<file path="src/rtl/pipeline_control.sv">
// Pipeline sequencing controller: arbitrates memory stalls, branch redirects and
// load-use hazards into per-stage enables, flushes and a NOP-bubble select.
module pipeline_control #(
   parameter int FLUSH_CYCLES = 1,
   parameter int MEM_TIMEOUT  = 64,
   parameter int CNT_W        = 16
) (
   input  logic             clk,
   input  logic             rst_n,
   input  logic             load_use_hazard,
   input  logic             mem_req,
   input  logic             mem_ready,
   input  logic             bru_redirect,
   output logic             fetch_en,
   output logic             decode_en,
   output logic             ex_en,
   output logic             ex_bubble,
   output logic             flush_fe,
   output logic             flush_dc,
   output logic [1:0]       ctl_state,
   output logic [CNT_W-1:0] stall_cycles,
   output logic             mem_timeout
);

   typedef enum logic [1:0] {
      RUN      = 2'b00,
      MEM_WAIT = 2'b01,
      FLUSH    = 2'b10,
      HALT     = 2'b11
   } ctlState_e;

   localparam logic [7:0] TimeoutLimit = 8'(MEM_TIMEOUT);
   localparam logic [3:0] FlushLoad    = 4'(FLUSH_CYCLES);

   ctlState_e        state_q, state_d;
   ctlState_e        stateEff;
   logic [7:0]       waitCnt_q, waitCnt_d;
   logic [3:0]       flushCnt_q, flushCnt_d;
   logic [CNT_W-1:0] stallCnt_q, stallCnt_d;
   logic             memTimeout_q, memTimeout_d;

   logic             luEff, memReqEff, memReadyEff, redirectEff;
   logic             stallCount;

   // While reset is held the controller must look like an idle RUN state.
   assign stateEff    = rst_n ? state_q : RUN;
   assign luEff       = rst_n & load_use_hazard;
   assign memReqEff   = rst_n & mem_req;
   assign memReadyEff = rst_n & mem_ready;
   assign redirectEff = rst_n & bru_redirect;

   always_ff @(posedge clk) begin
      if (!rst_n) begin
         state_q      <= RUN;
         waitCnt_q    <= '0;
         flushCnt_q   <= '0;
         stallCnt_q   <= '0;
         memTimeout_q <= 1'b0;
      end else begin
         state_q      <= state_d;
         waitCnt_q    <= waitCnt_d;
         flushCnt_q   <= flushCnt_d;
         stallCnt_q   <= stallCnt_d;
         memTimeout_q <= memTimeout_d;
      end
   end

   always_comb begin
      state_d      = stateEff;
      waitCnt_d    = waitCnt_q;
      flushCnt_d   = flushCnt_q;
      memTimeout_d = memTimeout_q;
      fetch_en     = 1'b0;
      decode_en    = 1'b0;
      ex_en        = 1'b0;
      ex_bubble    = 1'b0;
      flush_fe     = 1'b0;
      flush_dc     = 1'b0;

      unique case (stateEff)
         RUN: begin
            if (memReqEff && !memReadyEff) begin
               state_d   = MEM_WAIT;
               waitCnt_d = 8'd1;
            end else if (redirectEff) begin
               fetch_en   = 1'b1;
               decode_en  = 1'b1;
               ex_en      = 1'b1;
               flush_fe   = 1'b1;
               flush_dc   = 1'b1;
               state_d    = FLUSH;
               flushCnt_d = FlushLoad;
            end else if (luEff) begin
               ex_en     = 1'b1;
               ex_bubble = 1'b1;
            end else begin
               fetch_en  = 1'b1;
               decode_en = 1'b1;
               ex_en     = 1'b1;
            end
         end

         MEM_WAIT: begin
            // On the ready cycle the bundle leaves EX, so redirect/load-use apply as in RUN.
            if (!memReadyEff) begin
               if (waitCnt_q == TimeoutLimit) begin
                  state_d      = HALT;
                  memTimeout_d = 1'b1;
               end else begin
                  waitCnt_d = waitCnt_q + 8'd1;
               end
            end else if (redirectEff) begin
               fetch_en   = 1'b1;
               decode_en  = 1'b1;
               ex_en      = 1'b1;
               flush_fe   = 1'b1;
               flush_dc   = 1'b1;
               state_d    = FLUSH;
               flushCnt_d = FlushLoad;
            end else if (luEff) begin
               ex_en     = 1'b1;
               ex_bubble = 1'b1;
               state_d   = RUN;
            end else begin
               fetch_en  = 1'b1;
               decode_en = 1'b1;
               ex_en     = 1'b1;
               state_d   = RUN;
            end
         end

         FLUSH: begin
            fetch_en  = 1'b1;
            decode_en = 1'b1;
            ex_en     = 1'b1;
            flush_dc  = 1'b1;
            if (flushCnt_q <= 4'd1) begin
               state_d    = RUN;
               flushCnt_d = 4'd0;
            end else begin
               flushCnt_d = flushCnt_q - 4'd1;
            end
         end

         HALT: begin
            state_d = HALT;
         end

         default: begin
            state_d = RUN;
         end
      endcase
   end

   // HALT is excluded so the count freezes at the value it had on timeout.
   assign stallCount = !fetch_en && ((state_q == RUN) || (state_q == MEM_WAIT));

   always_comb begin
      stallCnt_d = stallCnt_q;
      if (stallCount && (stallCnt_q != {CNT_W{1'b1}})) begin
         stallCnt_d = stallCnt_q + CNT_W'(1);
      end
   end

   assign ctl_state    = stateEff;
   assign stall_cycles = stallCnt_q;
   assign mem_timeout  = memTimeout_q;

endmodule
</file>
<file path="config.mk">
export PLATFORM = sky130hd
export DESIGN_NAME = pipeline_control
export DESIGN_NICKNAME = d
export VERILOG_FILES = /design/src/rtl/pipeline_control.sv
export SDC_FILE = /design/constraint.sdc
export NUM_CORES = 1
export LEC_CHECK = 0
export CORE_AREA = 3 3 61 63
export CTS_CLUSTER_SIZE = 8
export DETAILED_ROUTE_END_ITERATION = 8
export DIE_AREA = 0 0 64 66
export PLACE_DENSITY = 0.83
export SLEW_MARGIN = 20
export SYNTH_ARGS = -nofsm -noshare
export SYNTH_HDL_FRONTEND = slang
export SYNTH_SLANG_ARGS = --single-unit
</file>
<file path="constraint.sdc">
create_clock -name clk -period 2.8 [get_ports clk]
set_input_delay 0.56 -clock clk [delete_from_list [all_inputs] [get_ports clk]]
set_output_delay 0.56 -clock clk [all_outputs]
set_load 0.02 [all_outputs]
</file>
==> parameters.txt, run 1 <==
Parameter                              Value

Setup path
  Cell class contributing the biggest share of worst-path delay    buffers and inverters
  Capture point of the worst path    ctl_state[0]
  Max Fanout on Critical Path    17
  Total number of cells along the worst setup path    4
  Start-to-end type of the worst setup path    in2out
  Nature of the critical path endpoint    output pin
  FF-to-FF path depth    6
  Setup slack on the worst flop-to-flop path    about 0.7 ns
  Cell chain of the critical path    clkdlybuf4s50_1, buf_4, and2_1, clkdlybuf4s50_1
  Launch point of the worst reg-to-reg path    stall_cycles[0]$_SDFFE_PN0P_
  Most common cell type on the critical path    sky130_fd_sc_hd__clkdlybuf4s50_1
  Buf/Inv on CP    3
  Type of element launching the critical path    input port
  Endpoint arrival time on the critical path    ~2.1 ns
  CP Launch Point    rst_n
  Reg-to-reg endpoint    stall_cycles[15]$_SDFFE_PN0P_
  Cell at the slowest stage of the critical path    sky130_fd_sc_hd__clkdlybuf4s50_1
  Worst path max stage delay    a little over 0.6 ns
  Worst endpoint required time    approximately 2.2 ns

Die
  Total die area    around 4200 um^2
  Y dimension of the die    between 60 and 70 um
  Die Span X    64 um
  I/O pins    31
  Site row count    21
  Effective utilization at floorplan    0.538
  Core ar.    3280 um^2

Timing
  Final Hold Violating Endpoints    0
  Transition time at the pin with the least slew margin    0.825 ns
  Hold_ws    between 0.5 and 0.6 ns
  Setup repair after global routing missed its margin    no
  Final critical delay including setup and external delays    2.68 ns
  Relative slew margins    0.446
  Period Utilization, post-route    0.957
  Final Slew Violations    0
  FMAX    approximately 370 MHz
  Setup tns final    0 ns
  Skew final    0.0198 ns
  Setup violation total in the final timing report    0

Placed design
  Number of buffers added on ports    30
  Cell Area, Placed    2190 um^2
  Global placer's final weighted congestion    0.861
  Hpwl dp    3130 um

Power and ir drop
  Cell leakage power    ~0.88 nW
  Proportion of total power due to net switching    0.270
  Combinational Power Share    0.158
  Share of total power in the clock network    0.381
  Tot Pwr    approximately 0.001 W
  Cell-internal power    0.000731 W
  Sequential Power Share    0.460
  Worst IR drop on VDD    around 0.00038 V
  Pwr/cell area    435 nW/um^2
  Switching Power    0.000270 W

Status
  Run status    finished clean

Detailed routing
  DRC violation count after routing    0
  Number of vias in the routed layout    1669
  Final WL    roughly 4400 um
  Average detailed-routed wire length per instance    14.6 um
  Residual antenna-violating net count after detailed routing    0
  Count of TritonRoute iterations in the first routing pass    4
  Number of design-rule violations left by the first detailed-router iteration    around 150
  Average via count per standard cell    5.60

Synthesis
  Number of enable flip-flop cells after synthesis    0
  Post-synthesis sequential element count    31
  Nets in the synthesized netlist    between 200 and 250
  Cell accounting for the most synthesized area    sky130_fd_sc_hd__dfxtp_1
  Netlist area before placement    1770 um^2
  Mean cell area of the mapped netlist    8.53 um^2
  Largest cells by area after synthesis    sky130_fd_sc_hd__dfxtp_1, sky130_fd_sc_hd__nor2_1, sky130_fd_sc_hd__xnor2_1
  Number of distinct library cells after synthesis    slightly below 50
  Yosys warning count    0
  Post-synthesis sequential area ratio    0.352
  Share of Yosys cell area claimed by the top area cell type    0.352
  Main flop type after synthesis    sky130_fd_sc_hd__dfxtp_1
  Number of instances in the synthesized netlist    207
  Most numerous cell types in the synthesized netlist    sky130_fd_sc_hd__dfxtp_1, sky130_fd_sc_hd__nor2_1, sky130_fd_sc_hd__nand2_1
  Most common cell in the netlist    sky130_fd_sc_hd__dfxtp_1
  Asr flop ratio synth    0

Clock network
  Root buffer cell    sky130_fd_sc_hd__clkbuf_4
  Clock tree from TritonCTS    done
  H-tree depth reported by CTS    2
  Clock Pin Slew Worst Setup and Hold Paths    roughly 0.11 ns
  CTS sink cnt    31
  Maximum buffer depth of the clock tree    2
  TritonCTS buffer count    5
  Latest clock arrival within the worst-skew pair    approximately 0.36 ns

Global route
  Total global routing overflow    0
  Wire length of the first global-routing pass    between 7000 and 8000 um
  Via count of the first global-routing pass    1640
  GRT Overall Usage    0.233
  Maximum number of pins on one net before global-route repair    18
  Antenna violations before repair    0

Finish
  Layout overhead on the synthesized area    30.2%
  Number of fill cells    254
  Fraction of layout instances using a drive strength above 1    0.151
  Area of all placed cells without fillers    between 2000 and 2500 um^2
  Nets    262
  Diodes inserted    0

Run
  Number of max-cap violations    0

Min path
  Number of cells on the worst hold path    2
  Type of the worst min-delay path    reg2reg
-- tightest hold or removal path: stages, from the launching register on --
cell                      delay (ns)
sky130_fd_sc_hd__dfxtp_1        0.36
sky130_fd_sc_hd__a31oi_1        0.05
sky130_fd_sc_hd__nor2_1         0.07
-- per-stage QoR --
stage | cells | util | worst slack (ns)
finish | 298 | 0.700 | 0.121
global route | 298 | 0.700 | 0.0238
CTS | 298 | 0.694 | 0.0180
detailed placement | 290 | 0.668 | 0.00270
global placement | 290 | 0.668 | 0.0593
floorplan | 207 | - | 0.698
-- sequential cells by signal (all words and copies together), names as in the netlist --
register	cells
flushCnt_q	4
mem_timeout	1
stall_cycles	16
state_q	2
waitCnt_q	8
-- cell families after synthesis --
group | Yosys count | synth area share
fa+ha+maj | 5 | 0.0354
buf+inv | 22 | 0.0531
compound gates | 36 | 0.136
simple gates | 95 | 0.329
mux | 6 | 0.0354
flops | 31 | 0.352
xor+xnor | 12 | 0.0595
-- final cells by class --
type                       count  area [um^2]  area share
clock inverter                 2         35.0      0.0152
timing repair buffer          45          425       0.185
tap                           46         57.6      0.0250
sequential                    31          621       0.270
clock buffer                   6         51.3      0.0223
multi-input combinational    154         1060       0.459
inverter                      14         52.6      0.0229
-- power groups by stage --
stage               sequential (W)  combinational (W)  clock, W
finish                    0.000461           0.000158  0.000381
global route              0.000462           0.000175  0.000404
CTS                       0.000460           0.000157  0.000384
detailed placement        0.000470           0.000156         0
global placement          0.000471           0.000152         0
floorplan                 0.000470          0.0000893         0
-- timing repair --
| action | CTS | global route |
|---|---|---|
| hold buffers | 0 | 0 |
| endpoints found under the hold margin | 0 | 0 |
| gates resized for setup | 0 | 6 |
| setup buffers | 0 | 0 |
| endpoints found under the setup margin | 0 | 5 |
-- worst min path at each step --
stage	start	to	slack (ns)
floorplan	flushCnt_q[0]$_SDFFE_PN0P_	flushCnt_q[0]$_SDFFE_PN0P_	0.47
global placement	mem_timeout$_SDFFE_PN0P_	mem_timeout$_SDFFE_PN0P_	0.47
detailed placement	mem_timeout$_SDFFE_PN0P_	mem_timeout$_SDFFE_PN0P_	0.47
CTS	mem_timeout$_SDFFE_PN0P_	mem_timeout$_SDFFE_PN0P_	0.50
global route	mem_timeout$_SDFFE_PN0P_	mem_timeout$_SDFFE_PN0P_	0.52
finish	mem_timeout$_SDFFE_PN0P_	mem_timeout$_SDFFE_PN0P_	0.50
-- layout by cell type (no fill, tap or decap), types with 2 or more instances in the layout --
master                             n
sky130_fd_sc_hd__a21oi_1          12
sky130_fd_sc_hd__a31o_1            2
sky130_fd_sc_hd__a31oi_1           2
sky130_fd_sc_hd__and3_1            2
sky130_fd_sc_hd__buf_4            15
sky130_fd_sc_hd__clkbuf_4          5
sky130_fd_sc_hd__clkdlybuf4s50_1  25
sky130_fd_sc_hd__dfxtp_1          31
sky130_fd_sc_hd__dlymetal6s2s_1    5
sky130_fd_sc_hd__ha_1              5
sky130_fd_sc_hd__inv_1            13
sky130_fd_sc_hd__mux2i_1           4
sky130_fd_sc_hd__nand2_1          16
sky130_fd_sc_hd__nand2b_1          4
sky130_fd_sc_hd__nand3_1           5
sky130_fd_sc_hd__nand4_1          10
sky130_fd_sc_hd__nor2_1           27
sky130_fd_sc_hd__nor2b_1           2
sky130_fd_sc_hd__nor3_1            8
sky130_fd_sc_hd__nor3b_1           2
sky130_fd_sc_hd__nor4_2            5
sky130_fd_sc_hd__nor4_4            2
sky130_fd_sc_hd__o21a_1            2
sky130_fd_sc_hd__o21ai_0           3
sky130_fd_sc_hd__o21ai_1           2
sky130_fd_sc_hd__o311ai_1          2
sky130_fd_sc_hd__o41ai_1           4
sky130_fd_sc_hd__or3_1             2
sky130_fd_sc_hd__xnor2_1          11
-- per-layer routing --
metal / track usage / routed length [um] / vias up
li1: - / - / 830
met1: 0.279 / 1880 / 773
met2: 0.377 / 2150 / 57
met3: 0.0867 / 268 / 9
met4: 0.0943 / 61 / 0
met5: 0 / 0 / -
No activity file was read; power rests on OpenSTA's default activity.
==> run 2: changes to the inputs <==
--- a/config.mk
+++ b/config.mk
@@ -5,11 +5,12 @@
 export SDC_FILE = /design/constraint.sdc
 export NUM_CORES = 1
 export LEC_CHECK = 0
-export CORE_AREA = 3 3 61 63
+export ABC_AREA = 1
+export CORE_AREA = 3 3 63 65
 export CTS_CLUSTER_SIZE = 8
 export DETAILED_ROUTE_END_ITERATION = 8
-export DIE_AREA = 0 0 64 66
-export PLACE_DENSITY = 0.83
+export DIE_AREA = 0 0 66 68
+export PLACE_DENSITY = 0.84
 export SLEW_MARGIN = 20
 export SYNTH_ARGS = -nofsm -noshare
 export SYNTH_HDL_FRONTEND = slang
==> parameters.txt, run 2 <==
Parameter                              Value

Setup path
  Most common cell type on the critical path    sky130_fd_sc_hd__clkdlybuf4s50_1 (unchanged)
  Setup slack on the worst flop-to-flop path    1.06 ns (was 0.70 ns)
  Cell at the slowest stage of the critical path    sky130_fd_sc_hd__clkdlybuf4s50_1 (unchanged)
  Reg-to-reg endpoint    stall_cycles[15]$_SDFFE_PN0P_ (unchanged)
  Launch point of the worst reg-to-reg path    stall_cycles[0]$_SDFFE_PN0P_ (unchanged)
  FF-to-FF path depth    7 (was 6)
  Type of element launching the critical path    input port (unchanged)
  Nature of the critical path endpoint    output pin (unchanged)
  Cell chain of the critical path    clkdlybuf4s50_1, nor2_1, nand2_1, nand3_4, inv_1, clkdlybuf4s50_1 (was clkdlybuf4s50_1, buf_4, and2_1, clkdlybuf4s50_1)
  Max Fanout on Critical Path    4 (was 17)
  Endpoint arrival time on the critical path    2.17 ns (was 2.12 ns)
  Start-to-end type of the worst setup path    in2out (unchanged)
  Worst endpoint required time    2.24 ns (about the same)
  Worst path max stage delay    0.60 ns (was 0.61 ns)

Synthesis
  Post-synthesis sequential area ratio    0.314 (was 0.352)
  Post-synthesis sequential element count    31 (unchanged)
  Netlist area before placement    1980 um^2 (was 1770 um^2)
  Most common cell in the netlist    sky130_fd_sc_hd__nand2_1 (was sky130_fd_sc_hd__dfxtp_1)
  Share of Yosys cell area claimed by the top area cell type    0.314 (was 0.352)
  Main flop type after synthesis    sky130_fd_sc_hd__dfxtp_1 (unchanged)
  Largest cells by area after synthesis    sky130_fd_sc_hd__dfxtp_1, sky130_fd_sc_hd__nand2_1, sky130_fd_sc_hd__nor2_1 (was sky130_fd_sc_hd__dfxtp_1, sky130_fd_sc_hd__nor2_1, sky130_fd_sc_hd__xnor2_1)
  Asr flop ratio synth    0 (unchanged)
  Most numerous cell types in the synthesized netlist    sky130_fd_sc_hd__nand2_1, sky130_fd_sc_hd__nor2_1, sky130_fd_sc_hd__dfxtp_1 (was sky130_fd_sc_hd__dfxtp_1, sky130_fd_sc_hd__nor2_1, sky130_fd_sc_hd__nand2_1)
  Nets in the synthesized netlist    304 (was 218)
  Number of distinct library cells after synthesis    35 (was 49)
  Number of enable flip-flop cells after synthesis    0 (unchanged)
  Number of instances in the synthesized netlist    293 (was 207)
  Yosys warning count    0 (unchanged)
  Cell accounting for the most synthesized area    sky130_fd_sc_hd__dfxtp_1 (unchanged)
  Mean cell area of the mapped netlist    6.75 um^2 (was 8.53 um^2)

Timing
  Setup violation total in the final timing report    0 (unchanged)
  Setup repair after global routing missed its margin    no (unchanged)
  Skew final    0.0129 ns (was 0.0198 ns)
  Relative slew margins    0.580 (was 0.446)
  FMAX    367 MHz (was 373 MHz)
  Transition time at the pin with the least slew margin    0.624 ns (was 0.825 ns)
  Setup tns final    0 ns (unchanged)
  Final Hold Violating Endpoints    0 (unchanged)
  Period Utilization, post-route    0.973 (was 0.957)
  Final Slew Violations    0 (unchanged)
  Final critical delay including setup and external delays    2.73 ns (was 2.68 ns)

Finish
  Nets    349 (was 262)
  Flip-flop count of the largest register, all copies and words added    16 (unchanged)
  Layout overhead on the synthesized area    24.7% (was 30.2%)
  Diodes inserted    0 (unchanged)
  Most common library cell in the layout ignoring fill and taps    sky130_fd_sc_hd__nand2_1 (was sky130_fd_sc_hd__dfxtp_1)
  Fraction of layout instances using a drive strength above 1    0.163 (was 0.151)
  Filler-free cell count of the finished design    384 (was 298)
  Highest-count cells in the layout ignoring fill and taps    sky130_fd_sc_hd__nand2_1, sky130_fd_sc_hd__nor2_1, sky130_fd_sc_hd__dfxtp_1, sky130_fd_sc_hd__inv_1, sky130_fd_sc_hd__clkdlybuf4s50_1 (was sky130_fd_sc_hd__dfxtp_1, sky130_fd_sc_hd__nor2_1, sky130_fd_sc_hd__clkdlybuf4s50_1, sky130_fd_sc_hd__nand2_1, sky130_fd_sc_hd__buf_4)

Power and ir drop
  Worst IR drop on VDD    0.000346 V (was 0.000379 V)
  Cell leakage power    1.01 nW (was 0.877 nW)
  Pwr/cell area    364 nW/um^2 (was 435 nW/um^2)
  Tot Pwr    0.000898 W (was 0.00100 W)

Detailed routing
  DRC violation count after routing    0 (unchanged)
  Average via count per standard cell    5.08 (was 5.60)
  Residual antenna-violating net count after detailed routing    0 (unchanged)
  Average detailed-routed wire length per instance    11.5 um (was 14.6 um)
  Count of TritonRoute iterations in the first routing pass    6 (was 4)
  Final WL    4430 um (was 4360 um)
  Number of design-rule violations left by the first detailed-router iteration    122 (was 153)
  Number of vias in the routed layout    1951 (was 1669)

Global route
  Total global routing overflow    0 (unchanged)
  Via count of the first global-routing pass    1826 (was 1640)
  Wire length of the first global-routing pass    7620 um (was 7580 um)
  GRT Overall Usage    0.220 (was 0.233)
  Maximum number of pins on one net before global-route repair    22 (was 18)
  Antenna violations before repair    0 (unchanged)

Clock network
  Root buffer cell    sky130_fd_sc_hd__clkbuf_4 (unchanged)
  H-tree depth reported by CTS    2 (unchanged)
  TritonCTS buffer count    5 (unchanged)
  Latest clock arrival within the worst-skew pair    0.35 ns (was 0.36 ns)
  CTS sink cnt    31 (unchanged)
  Clock Pin Slew Worst Setup and Hold Paths    0.09 ns (was 0.11 ns)
  Clock tree from TritonCTS    done (unchanged)
  CTS Hold Buffers Added    0 (unchanged)
  Maximum buffer depth of the clock tree    2 (unchanged)

Die
  Core ar.    3390 um^2 (was 3280 um^2)
  Effective utilization at floorplan    0.583 (was 0.538)
  Y dimension of the die    68 um (was 66 um)
  I/O pins    31 (unchanged)
  Total die area    4490 um^2 (was 4220 um^2)
  Die Span X    66 um (was 64 um)
  Site row count    21 (unchanged)

Placed design
  Cell Count Post-Placement    377 (was 290)
  Number of buffers added on ports    30 (unchanged)
  Hpwl dp    3330 um (was 3130 um)
  Global placer's final weighted congestion    0.864 (was 0.861)

Min path
  Hold Startpoint    flushCnt_q[1]$_SDFFE_PN0P_ (was mem_timeout$_SDFFE_PN0P_)
  End point of the worst hold path    flushCnt_q[1]$_SDFFE_PN0P_ (was mem_timeout$_SDFFE_PN0P_)
  Number of cells on the worst hold path    2 (unchanged)
  Type of the worst min-delay path    reg2reg (unchanged)

Status
  Run status    finished clean (unchanged)

Run
  Number of max-cap violations    0 (unchanged)
==> run 2: cell count changes after synthesis, sizes merged, moves of 4 or more <==
cell    change
a21oi      +14
inv        +17
mux2i       -4
nand2      +79
nand2b      -4
nand3      +14
nor2        +8
nor3        -6
nor4        -8
o21ai       +6
o41ai       -4
xnor2       -6
xor2        +6
==> run 2: worst max path at each step <==
| stage | startpoint | cells after the start | end | slack (ns) |
|---|---|---|---|---|
| after floorplan | rst_n | 7 | ex_bubble | 0.82 |
| after global placement | rst_n | 7 | ex_bubble | -0.04 |
| after detailed placement | rst_n | 7 | flush_fe | -0.13 |
| after CTS | mem_ready | 6 | flush_dc | 0.04 |
| after global routing | mem_ready | 6 | decode_en | 0.008 |
| final | mem_ready | 6 | fetch_en | 0.07 |
==> run 2: logic make-up (layout without fill, tap and decap cells) <==
logic type      Yosys count  in the layout  synth area share
compound gates           41             41             0.131
xor+xnor                 12             12            0.0532
fa+ha+maj                 5              5            0.0316
buf+inv                  37             82            0.0804
flops                    31             31             0.314
simple gates            167            167             0.390
==> run 2: where the power goes <==
part           switching (W)  internal (W)
combinational      0.0000988     0.0000682
clock               0.000152      0.000116
sequential         0.0000128      0.000451
total               0.000263      0.000635
==> run 2: critical path: cells and delay by family <==
family / cells / cell delay, ns
simple gates: 3 / 0.37
buf+inv: 3 / 1.24
==> run 2: through the flow <==
step	worst slack, ns	util	instance area, um^2	hold WS [ns]
finish	0.0744	0.728	2470	0.478
global route	0.00779	0.728	2470	0.503
CTS	0.0364	0.725	2460	0.483
detailed placement	-0.127	0.708	2400	0.469
global placement	-0.0402	0.708	2400	0.450
floorplan	0.822	-	1980	0.449
==> run 2: layout make-up <==
type,count,area [um^2]
inverter,30,113
clock inverter,1,5.00
tap,46,57.6
sequential,31,621
multi-input combinational,225,1200
timing repair buffer,45,422
fill,280,923
clock buffer,6,51.3
==> run 2: routing by layer <==
| metal | track usage | vias to the layer above | part of all wire |
|---|---|---|---|
| met5 | 0 | - | 0 |
| met4 | 0.112 | 0 | 0.022 |
| met3 | 0.0411 | 11 | 0.032 |
| met2 | 0.382 | 34 | 0.47 |
| met1 | 0.259 | 879 | 0.47 |
| li1 | - | 1027 | - |
==> run 2: repair_timing <==
item                                    CTS  global route
gates resized for setup                   1             4
endpoints found under the setup margin    6             4
buffers inserted                          0             0
